`src/rtl/arc_halt_run_responder_if.sv`:
```
// Signal bundle between the external ARC halt/run host and the core-side responder.
// The responder takes the slave view; the host/core side takes the master view.
interface arc_halt_run_responder_if;
    logic ext_arc_halt_req_a;
    logic ext_arc_halt_ack;
    logic ext_arc_run_ack;
    logic core_halt_req;
    logic core_run_req;
    logic core_halted;

    modport slave (
        input  ext_arc_halt_req_a,
        input  core_halted,
        output ext_arc_halt_ack,
        output ext_arc_run_ack,
        output core_halt_req,
        output core_run_req
    );

    modport master (
        output ext_arc_halt_req_a,
        output core_halted,
        input  ext_arc_halt_ack,
        input  ext_arc_run_ack,
        input  core_halt_req,
        input  core_run_req
    );
endinterface

```
`src/rtl/arc_halt_run_responder.sv`:
```
// Core-side responder for the external ARC 4-phase halt/run handshake: synchronizes the
// async halt request, sequences the core halt/run request lines and flags stalled handshakes.
module arc_halt_run_responder #(
    parameter int SYNC_STAGES = 2,
    parameter int ACK_TIMEOUT = 1024,
    parameter int CNT_W       = 11
) (
    input  logic                      clk,
    input  logic                      rst_a,
    arc_halt_run_responder_if.slave   arc,
    input  logic                      err_clr,
    output logic                      timeout_err,
    output logic [1:0]                fsm_state
);

    typedef enum logic [1:0] {
        RUNNING  = 2'd0,
        HALTING  = 2'd1,
        HALTED   = 2'd2,
        RESUMING = 2'd3
    } state_e;

    localparam logic [CNT_W-1:0] CNT_SAT = CNT_W'(ACK_TIMEOUT);
    localparam logic [CNT_W-1:0] CNT_ERR = CNT_W'(ACK_TIMEOUT - 1);

    function automatic logic [CNT_W-1:0] sat_inc(input logic [CNT_W-1:0] v);
        return (v >= CNT_SAT) ? CNT_SAT : v + CNT_W'(1);
    endfunction

    function automatic logic is_wait(input state_e s);
        return (s == HALTING) || (s == RESUMING);
    endfunction

    logic [SYNC_STAGES-1:0] req_sync_q;
    logic                   req_s;
    state_e                 state_q;
    state_e                 state_d;
    logic [CNT_W-1:0]       cnt_q;
    logic [CNT_W-1:0]       cnt_d;
    logic                   err_set;
    logic                   halt_ack_q;
    logic                   run_ack_q;
    logic                   halt_req_q;
    logic                   run_req_q;
    logic                   timeout_err_q;

    // Stage: request synchronizer; nothing downstream looks at the raw input.
    always_ff @(posedge clk or negedge rst_a) begin
        if (!rst_a) begin
            req_sync_q <= '0;
        end else begin
            req_sync_q <= {req_sync_q[SYNC_STAGES-2:0], arc.ext_arc_halt_req_a};
        end
    end

    assign req_s = req_sync_q[SYNC_STAGES-1];

    // Abort (request dropped) takes priority over the core reporting halted.
    always_comb begin
        state_d = state_q;
        case (state_q)
            RUNNING: begin
                if (req_s) state_d = HALTING;
            end
            HALTING: begin
                if (!req_s)               state_d = RESUMING;
                else if (arc.core_halted) state_d = HALTED;
            end
            HALTED: begin
                if (!req_s) state_d = RESUMING;
            end
            RESUMING: begin
                if (!arc.core_halted) state_d = req_s ? HALTING : RUNNING;
            end
            default: state_d = RUNNING;
        endcase
    end

    // Counter restarts on every entry into a waiting state and is parked at 0 elsewhere.
    always_comb begin
        cnt_d   = '0;
        err_set = 1'b0;
        if (is_wait(state_d)) begin
            cnt_d = (state_d != state_q) ? '0 : sat_inc(cnt_q);
        end
        if (is_wait(state_q) && (cnt_q == CNT_ERR)) begin
            err_set = 1'b1;
        end
    end

    // Stage: state and outputs, decoded from the next state so they move together.
    always_ff @(posedge clk or negedge rst_a) begin
        if (!rst_a) begin
            state_q       <= RUNNING;
            cnt_q         <= '0;
            halt_ack_q    <= 1'b0;
            run_ack_q     <= 1'b0;
            halt_req_q    <= 1'b0;
            run_req_q     <= 1'b0;
            timeout_err_q <= 1'b0;
        end else begin
            state_q    <= state_d;
            cnt_q      <= cnt_d;
            halt_ack_q <= (state_d == HALTED) && arc.core_halted;
            run_ack_q  <= (state_d == RUNNING) && !arc.core_halted;
            halt_req_q <= (state_d == HALTING);
            run_req_q  <= (state_d == RESUMING);
            if (err_set) begin
                timeout_err_q <= 1'b1;
            end else if (err_clr) begin
                timeout_err_q <= 1'b0;
            end
        end
    end

    assign arc.ext_arc_halt_ack = halt_ack_q;
    assign arc.ext_arc_run_ack  = run_ack_q;
    assign arc.core_halt_req    = halt_req_q;
    assign arc.core_run_req     = run_req_q;
    assign timeout_err          = timeout_err_q;
    assign fsm_state            = state_q;

    a_acks_exclusive: assert property (@(posedge clk) disable iff (!rst_a)
        !(halt_ack_q && run_ack_q));

    a_reqs_exclusive: assert property (@(posedge clk) disable iff (!rst_a)
        !(halt_req_q && run_req_q));

    a_halt_ack_needs_halted: assert property (@(posedge clk) disable iff (!rst_a)
        halt_ack_q |-> $past(arc.core_halted));

endmodule

```
`src/flat_wrapper.sv`:
```
// flat-port wrapper written by rule: the top's interface ports become plain ports
module arc_halt_run_responder_flat 
#(
    parameter int SYNC_STAGES = 2,
    parameter int ACK_TIMEOUT = 1024,
    parameter int CNT_W       = 11
)
  (clk, rst_a, err_clr, timeout_err, fsm_state, arc_ext_arc_halt_req_a, arc_core_halted, arc_ext_arc_halt_ack, arc_ext_arc_run_ack, arc_core_halt_req, arc_core_run_req);
  arc_halt_run_responder_if arc_i ();
  input  logic clk;
  input  logic rst_a;
  input  logic err_clr;
  output logic timeout_err;
  output logic [1:0] fsm_state;
  input wire logic [$bits(arc_i.ext_arc_halt_req_a)-1:0] arc_ext_arc_halt_req_a;
  input wire logic [$bits(arc_i.core_halted)-1:0] arc_core_halted;
  output wire logic [$bits(arc_i.ext_arc_halt_ack)-1:0] arc_ext_arc_halt_ack;
  output wire logic [$bits(arc_i.ext_arc_run_ack)-1:0] arc_ext_arc_run_ack;
  output wire logic [$bits(arc_i.core_halt_req)-1:0] arc_core_halt_req;
  output wire logic [$bits(arc_i.core_run_req)-1:0] arc_core_run_req;
  assign arc_i.ext_arc_halt_req_a = arc_ext_arc_halt_req_a;
  assign arc_i.core_halted = arc_core_halted;
  assign arc_ext_arc_halt_ack = arc_i.ext_arc_halt_ack;
  assign arc_ext_arc_run_ack = arc_i.ext_arc_run_ack;
  assign arc_core_halt_req = arc_i.core_halt_req;
  assign arc_core_run_req = arc_i.core_run_req;
  arc_halt_run_responder #(.SYNC_STAGES(SYNC_STAGES), .ACK_TIMEOUT(ACK_TIMEOUT), .CNT_W(CNT_W)) u_core (.clk(clk), .rst_a(rst_a), .arc(arc_i), .err_clr(err_clr), .timeout_err(timeout_err), .fsm_state(fsm_state));
endmodule
```
`config.mk`:
```
export PLATFORM = sky130hd
export DESIGN_NAME = arc_halt_run_responder_flat
export DESIGN_NICKNAME = d
export VERILOG_FILES = /design/src/rtl/arc_halt_run_responder_if.sv /design/src/rtl/arc_halt_run_responder.sv /design/src/flat_wrapper.sv
export SDC_FILE = /design/constraint.sdc
export NUM_CORES = 1
export LEC_CHECK = 0
export ABC_AREA = 1
export BUFFER_PORTS_ARGS = -buffer_cell sky130_fd_sc_hd__buf_2
export CORE_MARGIN = 10
export CORE_UTILIZATION = 35
export CTS_CLUSTER_SIZE = 10
export DETAILED_ROUTE_END_ITERATION = 7
export PLACE_DENSITY_LB_ADDON = 0.3
export SYNTH_ARGS = -nofsm -noshare
export SYNTH_HDL_FRONTEND = slang
export SYNTH_SLANG_ARGS = --single-unit
```
`constraint.sdc`:
```
create_clock -name clk -period 2.6 [get_ports clk]
set_clock_uncertainty 0.2 [all_clocks]
set_input_delay 0.39 -clock clk [delete_from_list [all_inputs] [get_ports clk]]
set_output_delay 0.39 -clock clk [all_outputs]
set_load 0.02 [all_outputs]
```
==> Word level (Yosys, flattened, before mapping) <==
Cells that the tools add are included.
{ "totals": {"input_bits": 5, "register_bits": 20, "wordCells": 40} }
{ "classes": {"n_reduce_logical": 9, "order_cmp": 1, "n_addsub": 1, "mux": 13, "eq_ne": 8} }
{ "ops": {"columns": ["op", "count"], "rows": [
  ["11-bit 2-to-1 mux", 3],
  ["11-bit by 1-bit adder with 11-bit output, second input constant", 1],
  ["11-bit by 10-bit == test with 1-bit output, second input constant", 1],
  ["11-bit greater-or-equal comparator, second input constant", 1],
  ["2-bit 2-to-1 mux", 5],
  ["2-bit == test, second input constant", 4],
  ["2-bit case mux with 4 select lines", 1],
  ["2-bit by 1-bit == test with 1-bit output, second input constant", 2],
  ["2-bit logical NOT", 2],
  ["1-bit 2-to-1 mux", 4],
  ["1-bit logical AND", 3],
  ["1-bit logical OR", 2],
  ["2-bit inequality test", 1],
  ["2-bit nonzero test", 1],
  ["1-bit logical NOT", 1]
]} }

==> Depth between registers and ports, before layout <==
Gate-level depths: netlist of run 1.
{ "logic_depth": {"depth_word": 6, "depth_mapped": 6} }

==> Worst setup path before layout of run 1 <==
Ideal clock, no wire load.
{ "synth_path": {"path_kind": "reg-to-reg", "from": "register u_core.cnt_q[0]", "to": "register u_core.cnt_q[8]", "stages_incl_launch_ff": 7, "slack_ns": 1.189, "synth_period_minus_slack_ns": 1.411, "arrival_ns": 1.090, "cell_sequence": "dfrtp_1 > ha_1 > inv_1 > nor2_1 > nand2_1 > xor2_1 > nor2_1"} }
{ "synth_between": {"elab_chain_cells": 4, "elab_cells_between_ends": 5} }
{ "synth_rtl": {"columns": ["item", "line_no", "source"], "rows": [
  ["from (decl)", "arc_halt_run_responder.sv:38", "logic [CNT_W-1:0] cnt_q;"],
  ["from (signal assigned)", "arc_halt_run_responder.sv:103", "cnt_q <= cnt_d;"],
  ["11-bit by 1-bit adder with 11-bit output or 11-bit greater-or-equal comparator (tied branches)", "arc_halt_run_responder.sv:27", "return (v >= CNT_SAT) ? CNT_SAT : v + CNT_W'(1);"],
  ["11-bit 2-to-1 mux (*)", "arc_halt_run_responder.sv:27", null],
  ["11-bit 2-to-1 mux (*)", "arc_halt_run_responder.sv:84", "cnt_d = (state_d != state_q) ? '0 : sat_inc(cnt_q);"],
  ["11-bit 2-to-1 mux (*)", "arc_halt_run_responder.sv:83", "if (is_wait(state_d)) begin"],
  ["via u_core.cnt_d[8]", "arc_halt_run_responder.sv:39", "logic [CNT_W-1:0] cnt_d;"]
]} }
The timed path passes the listed nets; every way through them passes the cells marked *.
A chain may end at the register's enable or synchronous reset.

==> Final worst setup path of run 1 <==
{ "layout_path": {"from": "register u_core.cnt_q[0]", "to": "register u_core.cnt_q[10]"} }
Same word-level chain as after synthesis.

==> results of run 1 <==
==> path summary, 6_finish.rpt <==
path                                                    end  depth (start not counted)                  from  slack, ps
worst min-delay path            u_core.arc.ext_arc_halt_ack                          3       arc_core_halted        120
worst max register to register             u_core.cnt_q[10]                          5       u_core.cnt_q[0]       1040
worst min register to register         u_core.req_sync_q[1]                          0  u_core.req_sync_q[0]        170
min in group asynchronous        u_core.arc.ext_arc_run_ack                          2                 rst_a        340
worst max-delay path                       u_core.cnt_q[10]                          5       u_core.cnt_q[0]       1040
max in group asynchronous                   u_core.cnt_q[6]                          2                 rst_a       1560
==> timing repair <==
item                                   CTS  global route
resized for setup                        0             0
hold buffers                             2             0
endpoints found under the hold margin   21             0
==> worst min-delay path, stage by stage <==
cell and delay [ps]:
buf_2 110, nand2_1 60, nor2_1 40
==> power by group through the flow <==
stage / Clock [mW] / Combinational [mW] / Sequential, mW
floorplan: 0 / 0.141 / 0.449
global placement: 0 / 0.271 / 0.402
detailed placement: 0 / 0.274 / 0.406
CTS: 0.262 / 0.277 / 0.400
global route: 0.283 / 0.307 / 0.405
finish: 0.255 / 0.271 / 0.398
==> layout by cell type, fill, tap and decap left out, types with 2 or more instances in the layout <==
master / synthesis / routed
nand2_1: 17 / 17
nand4_1: 2 / 2
xnor2_1: 3 / 3
inv_1: 10 / 10
xor2_1: 3 / 3
dfrtp_1: 20 / 20
inv_2: 2 / 2
nand3_1: 3 / 3
buf_2: 0 / 11
dlygate4sd3_1: 0 / 2
nor2_1: 23 / 23
ha_1: 2 / 2
a21oi_1: 2 / 2
nand2_2: 2 / 2
clkbuf_4: 0 / 3
==> layout make-up <==
cell class              instances  area share (%)
clock inverters                 1            2.87
well taps                      30            3.59
multi-input cells              63            32.1
inverters                      12            4.31
repair buffers                 13            7.18
flip-flops and latches         20            47.8
clock buffers                   3            2.15
==> kinds of logic after synthesis <==
| family | share of synthesized area, % |
|---|---|
| compound gates | 5.82 |
| flops | 56.8 |
| fa+ha+maj | 2.84 |
| xor+xnor | 7.81 |
| buf+inv | 5.11 |
| simple gates | 21.6 |
==> routing by layer <==
layer	track usage [%]	routed length [um]	up-vias
li1	-	-	325
met1	7.44	696	300
met2	12.6	783	17
met3	4.38	133	3
met4	2.41	12	0
met5	0	0	-
==> registers in the layout (all words and copies together) (netlist names) <==
signal	cells
u_core.arc.core_halt_req	1
u_core.arc.ext_arc_run_ack	1
u_core.cnt_q	11
u_core.arc.ext_arc_halt_ack	1
u_core.arc.core_run_req	1
u_core.timeout_err	1
u_core.fsm_state	2
u_core.req_sync_q	2
==> synth_stat cells <==
master     n
nor2_1    23
dfrtp_1   20
nand2_1   17
inv_1     10
nand3_1    3
xnor2_1    3
xor2_1     3
a21oi_1    2
ha_1       2
inv_2      2
nand2_2    2
nand4_1    2
a21boi_0   1
o21ai_0    1
o21ai_2    1
o21bai_1   1
o22ai_2    1
xor2_2     1
==> per-stage QoR <==
step | util [%] | instances
2_1_floorplan | - | 95
3_3_place_gp | 40.0 | 136
3_5_place_dp | 40.0 | 136
4_1_cts | 43.0 | 142
5_1_grt | 43.0 | 142
6_report | 43.0 | 142
==> impl_metrics.toml, run 1 <==
[worst_setup_path]
worst_path_dominant_cell_family = "flip-flops"
cp_data_arrival_time_ps = 1590
start_kind = "flop"
critPathRequiredTime_ps = 2630
path_buf_inv = 1
slowest_delay_ps = 450
worst_path_max_delay_cell = "dfrtp_1"
cp-end-kind = "flop"
path_cells = "ha_1 > inv_1 > nor2_1 > nand4_1 > a21boi_0"
critical_path_class = "flop to flop"
critPathMaxFanout = 6

[global_route]
grt_max_degree = 21
grt_util_all_layers_pct = 7.44
grt_pass1_wl_um = 3040
overflow = 0
grt_pass1_vias = 694
grt_antenna_before_repair = 0

[power_and_ir_drop]
clockPowerShare_pct = 27.6
leakage_nw = 0.474
seq_power_share_pct = 43.1
internal-power_mw = 0.602
switchingPower_mw = 0.322
p_per_area_mw_per_mm2 = 884
netSwitchingFraction_pct = 34.9
total_power_mw = 0.924
combPwrFrac_pct = 29.3
vdd_ir_drop_max_v = 0.000539

[flow_run]
drv_cap = 0

[clock_tree]
path_clk_slew_ps = 120
cts_root_buffer = "clkbuf_4"
htreeDepth = 1
clock_path_buffers = 2
clk-insertion-delay-late_ps = 310
cts_tree = "done"
post-cts-setup-buffers = 0
cts_made_buffers = 3
clock_sinks = 20

[synth]
yosys.area.top_type_share_pct = 56.8
avgSynthCellArea_sq_um = 9.27
synth.net_count = 102
synth_cells = 95
ys_top_cells_by_area = "dfrtp_1 57%, nor2_1 9.8%, nand2_1 7.2%"
synth_seq_area_share_pct = 56.8
ys_ff_latch = 20
yosysWarnings = 0
synth_area_sq_um = 881
netlist-cell-type-count = 18
synth_largest_area_cell = "dfrtp_1"

[placed_design]
io_buffer_count = 11
pre_cts_slack_ps = 1060
globalplace.congestion = 0.793
place_hpwl_um = 1280
dpl-instance-area_sq_um = 973

[sta]
min_period_ps = 1560
grt_setup_unrepaired = "false"
worstMarginPinSlew_ps = 436
worst_hold_slack_ps = 116
hold_viol_final = 0
setup-tns-final_ps = 0
setup_viol = 0
relSlewSlack_pct = 70.9
finalCritPeriodShare_pct = 60.0
drv_slew = 0
timing.fmax_mhz = 641
layout_setup_ws_ps = 1040

[layout]
area_growth_pct = 18.7
regArea_sq_um = 500
n_fill_cell = 256
drive_gt1_share_pct = 19.6
multi_input_area_sq_um = 335
fin_area_sq_mm = 0.00105
n_antenna_cell = 0
fin_nets = 120

[routing]
wl_um = 1630
antenna_left = 0
wl_per_cell_um = 11.5
drt_iter0_drc = 22
remaining_drc_errors = 0
dr.pass1.iters = 4
routed_via_density = 4.54
via_count = 645

[die]
fp.dieH_um = 70.2
core_area_sq_mm = 0.00243
die_w_um = 70.2
start_util_pct = 36.2
die_area_sq_mm = 0.00492
io_pins = 12
num_rows = 18

[run_status]
outcome = "complete, no violations"

[hold_path]
worstHoldPathType = "input pin to flop"
No activity file was read; power rests on OpenSTA's default activity.
==> run 2: changes to the inputs <==
--- a/config.mk
+++ b/config.mk
@@ -5,7 +5,7 @@
 export SDC_FILE = /design/constraint.sdc
 export NUM_CORES = 1
 export LEC_CHECK = 0
-export ABC_AREA = 1
+export ABC_AREA = 0
 export BUFFER_PORTS_ARGS = -buffer_cell sky130_fd_sc_hd__buf_2
 export CORE_MARGIN = 10
 export CORE_UTILIZATION = 35
==> constraint.sdc (replaced) <==
create_clock -name clk -period 1.6 [get_ports clk]
set_clock_uncertainty 0.2 [all_clocks]
set_input_delay 0.24 -clock clk [delete_from_list [all_inputs] [get_ports clk]]
set_output_delay 0.24 -clock clk [all_outputs]
set_load 0.02 [all_outputs]
==> impl_metrics.toml, run 2 <==
[routing]
drt_iter0_drc = 4
antenna_left = 0
wl_per_cell_um = 12.5
via_count = 679
remaining_drc_errors = 0
wl_um = 1670
dr.pass1.iters = 5
routed_via_density = 5.11

[sta]
finalCritPeriodShare_pct = 95.3
setup-tns-final_ps = 0
setup_viol = 0
worstMarginPinSlew_ps = 462
relSlewSlack_pct = 69.2
hold_viol_final = 0
min_period_ps = 1530
drv_slew = 0
timing.fmax_mhz = 656

[global_route]
grt_max_degree = 21
grt_antenna_before_repair = 0
grt_pass1_wl_um = 2930
grt_pass1_vias = 696
grt_util_all_layers_pct = 6.99
overflow = 0

[worst_setup_path]
worst_path_dominant_cell_family = "simple AND/OR/NAND/NOR gates"
worst_path_max_delay_cell = "or4_1"
cp_data_arrival_time_ps = 1550
path_buf_inv = 0
slowest_delay_ps = 510
critPathMaxFanout = 6
start_kind = "flop"
critical_path_class = "flop to flop"
path_cells = "nand2_2 > or4_1 > a21oi_1"
cp-end-kind = "flop"
critPathRequiredTime_ps = 1620

[placed_design]
globalplace.congestion = 0.749
place_hpwl_um = 1150
io_buffer_count = 11

[die]
core_area_sq_mm = 0.00243
io_pins = 12
die_w_um = 69.8
start_util_pct = 35.8
fp.dieH_um = 69.8
die_area_sq_mm = 0.00488
num_rows = 18

[layout]
n_antenna_cell = 0
n_fill_cell = 227
final_cell_mix = "20 x dfrtp_1, 11 x buf_2, 6 x nor2_1, 6 x buf_4"
multi_input_area_sq_um = 389
area_growth_pct = 29.8
drive_gt1_share_pct = 30.1
final_common_cell = "dfrtp_1"
fin_nets = 111
regArea_sq_um = 500
regMostFlops = "u_core.cnt_q"
largest_reg_flops = 11

[power_and_ir_drop]
total_power_mw = 1.54
leakage_nw = 0.501
vdd_ir_drop_max_v = 0.00114
p_per_area_mw_per_mm2 = 1370

[clock_tree]
cts_tree = "done"
clock_path_buffers = 2
clock_sinks = 20
clk-insertion-delay-late_ps = 290
path_clk_slew_ps = 110
cts_root_buffer = "clkbuf_4"
htreeDepth = 1
cts_made_buffers = 3

[synth]
synthMostInstantiatedCell = "dfrtp_1"
synth.net_count = 86
async_flop_share_pct = 100
ys_ff_latch = 20
avgSynthCellArea_sq_um = 11.0
yosys.area.top_type_share_pct = 57.6
synth_largest_area_cell = "dfrtp_1"
yosysWarnings = 0
ys_top_cells_by_area = "dfrtp_1 58%, a21oi_1 3.5%, xor2_1 3.0%"
synth_area_sq_um = 870
synth_seq_area_share_pct = 57.6
netlist-cell-type-count = 29
dominantRegCellSynth = "dfrtp_1"
synth_cells = 79
synth_common_cells = "20 x dfrtp_1, 6 x a21oi_1, 6 x nor2_1"
synth_edf_count = 0

[flow_run]
drv_cap = 0

[hold_path]
worstHoldPathType = "input pin to flop"

[run_status]
outcome = "complete, no violations"
[run 2: cell types whose count changed in the layout (fill, tap and decap cells not counted), moves of 3 or more]
cell / change
a21oi_1: +3
nand2_1: -13
o21ai_0: +3
buf_4: +6
nor2_1: -17
inv_1: -5
[run 2: what timing repair did]
item                                   CTS  global route
endpoints found under the hold margin   22             0
setup endpoints to repair                9             5
gates resized for setup                  2             6
setup buffers                            0             1
pin swaps                                0             0
hold buffers                             3             0
[run 2: area by class of cell]
class / count / area share, %
tap: 30 / 3.33
timing repair buffer: 20 / 11.5
clock buffer: 3 / 2.00
multi-input combinational: 54 / 34.5
sequential: 20 / 44.3
inverter: 5 / 1.66
clock inverter: 1 / 2.66
[run 2: cell families (layout without fill, tap and decap cells)]
group | Yosys count | in the layout | synth area share (%)
AND/OR/NAND/NOR | 28 | 28 | 18.1
AO/OA/AOI/OAI | 19 | 19 | 14.0
XOR/XNOR | 4 | 4 | 4.03
buffers and inverters | 5 | 29 | 2.16
adder cells (fa/ha/maj) | 2 | 2 | 2.88
flip-flops | 20 | 20 | 57.6
multiplexers | 1 | 1 | 1.29
[run 2: routing by layer]
| layer | routed length (um) | track usage [%] | vias to the layer above | share of wire (%) |
|---|---|---|---|---|
| met1 | 725 | 7.69 | 334 | 43 |
| met5 | 0 | 0 | - | 0 |
| met3 | 69 | 2.29 | 2 | 4.1 |
| li1 | - | - | 328 | - |
| met4 | 12 | 1.97 | 0 | 0.72 |
| met2 | 861 | 12.4 | 15 | 52 |
[run 2: final timing paths]
path | slack (ps) | from | to | cells past startpoint
setup / recovery | 70 | u_core.cnt_q[1] | u_core.cnt_q[7] | 3
hold / removal | 30 | err_clr | u_core.timeout_err | 3
setup reg to reg | 70 | u_core.cnt_q[1] | u_core.cnt_q[7] | 3
hold reg to reg | 180 | u_core.req_sync_q[0] | u_core.req_sync_q[1] | 0
max in group asynchronous | 690 | rst_a | u_core.cnt_q[2] | 2
min in group asynchronous | 210 | rst_a | u_core.cnt_q[5] | 2
[run 2: worst min-delay path: cells and delay by family]
kind,cells,cell delay (ps)
AO/OA/AOI/OAI,1,120
buffers and inverters,2,140
[run 2: through the flow]
step | util [%] | instance area, sq um | hold slack, ps | cells | setup WS [ps]
after global placement | 41.1 | 1000 | 9.09 | 125 | 24.5
after floorplan | - | 870 | -256 | 79 | 84.6
final | 46.4 | 1130 | 34.6 | 133 | 74.5
after global routing | 46.4 | 1130 | 44.5 | 133 | -26.3
after detailed placement | 41.1 | 1000 | 12.5 | 125 | -8.68
after CTS | 44.8 | 1090 | 30.4 | 132 | 5.18
[run 2: power by group]
group / internal (mW) / leakage (nW) / total [mW] / switching (mW)
combinational: 0.208 / 0.208 / 0.481 / 0.273
clock: 0.253 / 0.0279 / 0.404 / 0.152
sequential: 0.582 / 0.266 / 0.659 / 0.0773
==> run 3: changes to the inputs <==
==> constraint.sdc (replaced) <==
create_clock -name clk -period 1.8 [get_ports clk]
set_clock_uncertainty 0.2 [all_clocks]
set_input_delay 0.27 -clock clk [delete_from_list [all_inputs] [get_ports clk]]
set_output_delay 0.27 -clock clk [all_outputs]
set_load 0.02 [all_outputs]
==> impl_metrics.toml, run 3 (synthesis gave the netlist of run 2 again) <==
[routing]
drt_iter0_drc = 25
wl_per_cell_um = 12.7
wl_met3_um = 58
drt-met1-wl_um = 723
remaining_drc_errors = 0
routed.top_layer = "met4"
antenna_left = 0
wl_met2_um = 816
wl_um = 1620
via_count = 643
dr.pass1.iters = 4
routed_via_density = 5.06

[sta]
worstMarginPinSlew_ps = 704
drv_slew = 0
hold_viol_final = 0
grt_setup_unrepaired = "false"
relSlewSlack_pct = 52.7
setup-tns-final_ps = 0
finalCritPeriodShare_pct = 92.0
setup_viol = 0
layout_setup_ws_ps = 143
timing.fmax_mhz = 604
min_period_ps = 1660

[worst_setup_path]
start_kind = "flop"
cp_data_arrival_time_ps = 1680
critPathRequiredTime_ps = 1820
critical_path_class = "flop to flop"
r2r_start = "u_core.cnt_q[0]"
cp-end-kind = "flop"
r2r_cells = 4
critPathMaxFanout = 5
crit_path_start = "u_core.cnt_q[0]"
cp-endpoint = "u_core.cnt_q[8]"
r2r_end = "u_core.cnt_q[8]"
ff2ff_setup_slack_ps = 140

[flow_run]
drv_cap = 0

[hold_path]
min_delay_path_depth = 3
min_from = "err_clr"
worstHoldPathType = "input pin to flop"

[clock_tree]
cts_root_buffer = "clkbuf_4"
cts_tree = "done"
cts_made_buffers = 3
clk-insertion-delay-late_ps = 300
path_clk_slew_ps = 120
clock_sinks = 20
post-cts-setup-buffers = 0
clock_path_buffers = 2
htreeDepth = 1

[global_route]
grt_util_all_layers_pct = 6.78
grt_pass1_vias = 636
overflow = 0
grt_antenna_before_repair = 0
grt_pass1_wl_um = 2820
grt_max_degree = 21

[die]
die_w_um = 69.8
die_area_sq_mm = 0.00488
io_pins = 12
start_util_pct = 35.8
fp.dieH_um = 69.8
core_area_sq_mm = 0.00243
num_rows = 18

[layout]
fin_cells = 127
final_common_cell = "dfrtp_1"
finish.utilization_pct = 43.0
final_cell_mix = "20 x dfrtp_1, 11 x buf_2, 6 x nor2_1, 6 x a21oi_1"
n_fill_cell = 242
largest_reg_flops = 11
area_growth_pct = 20.1
regMostFlops = "u_core.cnt_q"
drive_gt1_share_pct = 20.6
fin_nets = 105
n_antenna_cell = 0

[placed_design]
io_buffer_count = 11
pre_cts_slack_ps = 162
place_hpwl_um = 1160
globalplace.congestion = 0.750
place_inst = 120

[power_and_ir_drop]
vdd_ir_drop_max_v = 0.000735
total_power_mw = 1.30
leakage_nw = 0.470
p_per_area_mw_per_mm2 = 1240

[run_status]
outcome = "complete, no violations"
run 3: report_power, final:
| group | internal, mW | switching (mW) | leakage, nW | total [mW] |
|---|---|---|---|---|
| clock | 0.225 | 0.138 | 0.0279 | 0.363 |
| combinational | 0.133 | 0.218 | 0.177 | 0.351 |
| sequential | 0.518 | 0.0678 | 0.266 | 0.585 |
| total | 0.876 | 0.423 | 0.470 | 1.30 |
run 3: area by class of cell:
type	count	area (sq um)	area share (%)
clock buffers	3	22.5	2.16
repair buffers	14	85.1	8.14
inverters	5	18.8	1.80
well taps	30	37.5	3.59
flip-flops and latches	20	500	47.9
multi-input cells	54	350	33.5
clock inverters	1	30.0	2.87
run 3: critical path: stages (launching register included):
cell and delay (ps):
dfrtp_1 430, ha_1 250, nand4_1 130, or3_2 420, a21oi_1 150
run 3: worst min path at each step:
stage / end
2_1_floorplan: u_core.arc.core_halt_req
4_1_cts: u_core.timeout_err
6_report: u_core.timeout_err
3_5_place_dp: u_core.cnt_q[7]
3_3_place_gp: u_core.cnt_q[6]
5_1_grt: u_core.timeout_err
run 3: timing repair:
action                                 in CTS  in global routing
endpoints found under the hold margin      22                  0
setup endpoints to repair                   0                  0
resized for setup                           0                  0
hold buffers                                3                  0
run 3: through the flow:
stage	instance area, sq um	hold WS (ps)
after floorplan	870	-226
after global placement	962	39.4
after detailed placement	962	44.4
after CTS	1040	48.5
after global routing	1040	60.2
final	1040	52.4
run 3: per-layer routing:
| layer | global-route usage [%] | up-vias |
|---|---|---|
| met3 | 2.29 | 2 |
| met2 | 10.8 | 12 |
| li1 | - | 317 |
| met1 | 7.90 | 312 |
| met5 | 0 | - |
| met4 | 3.29 | 0 |
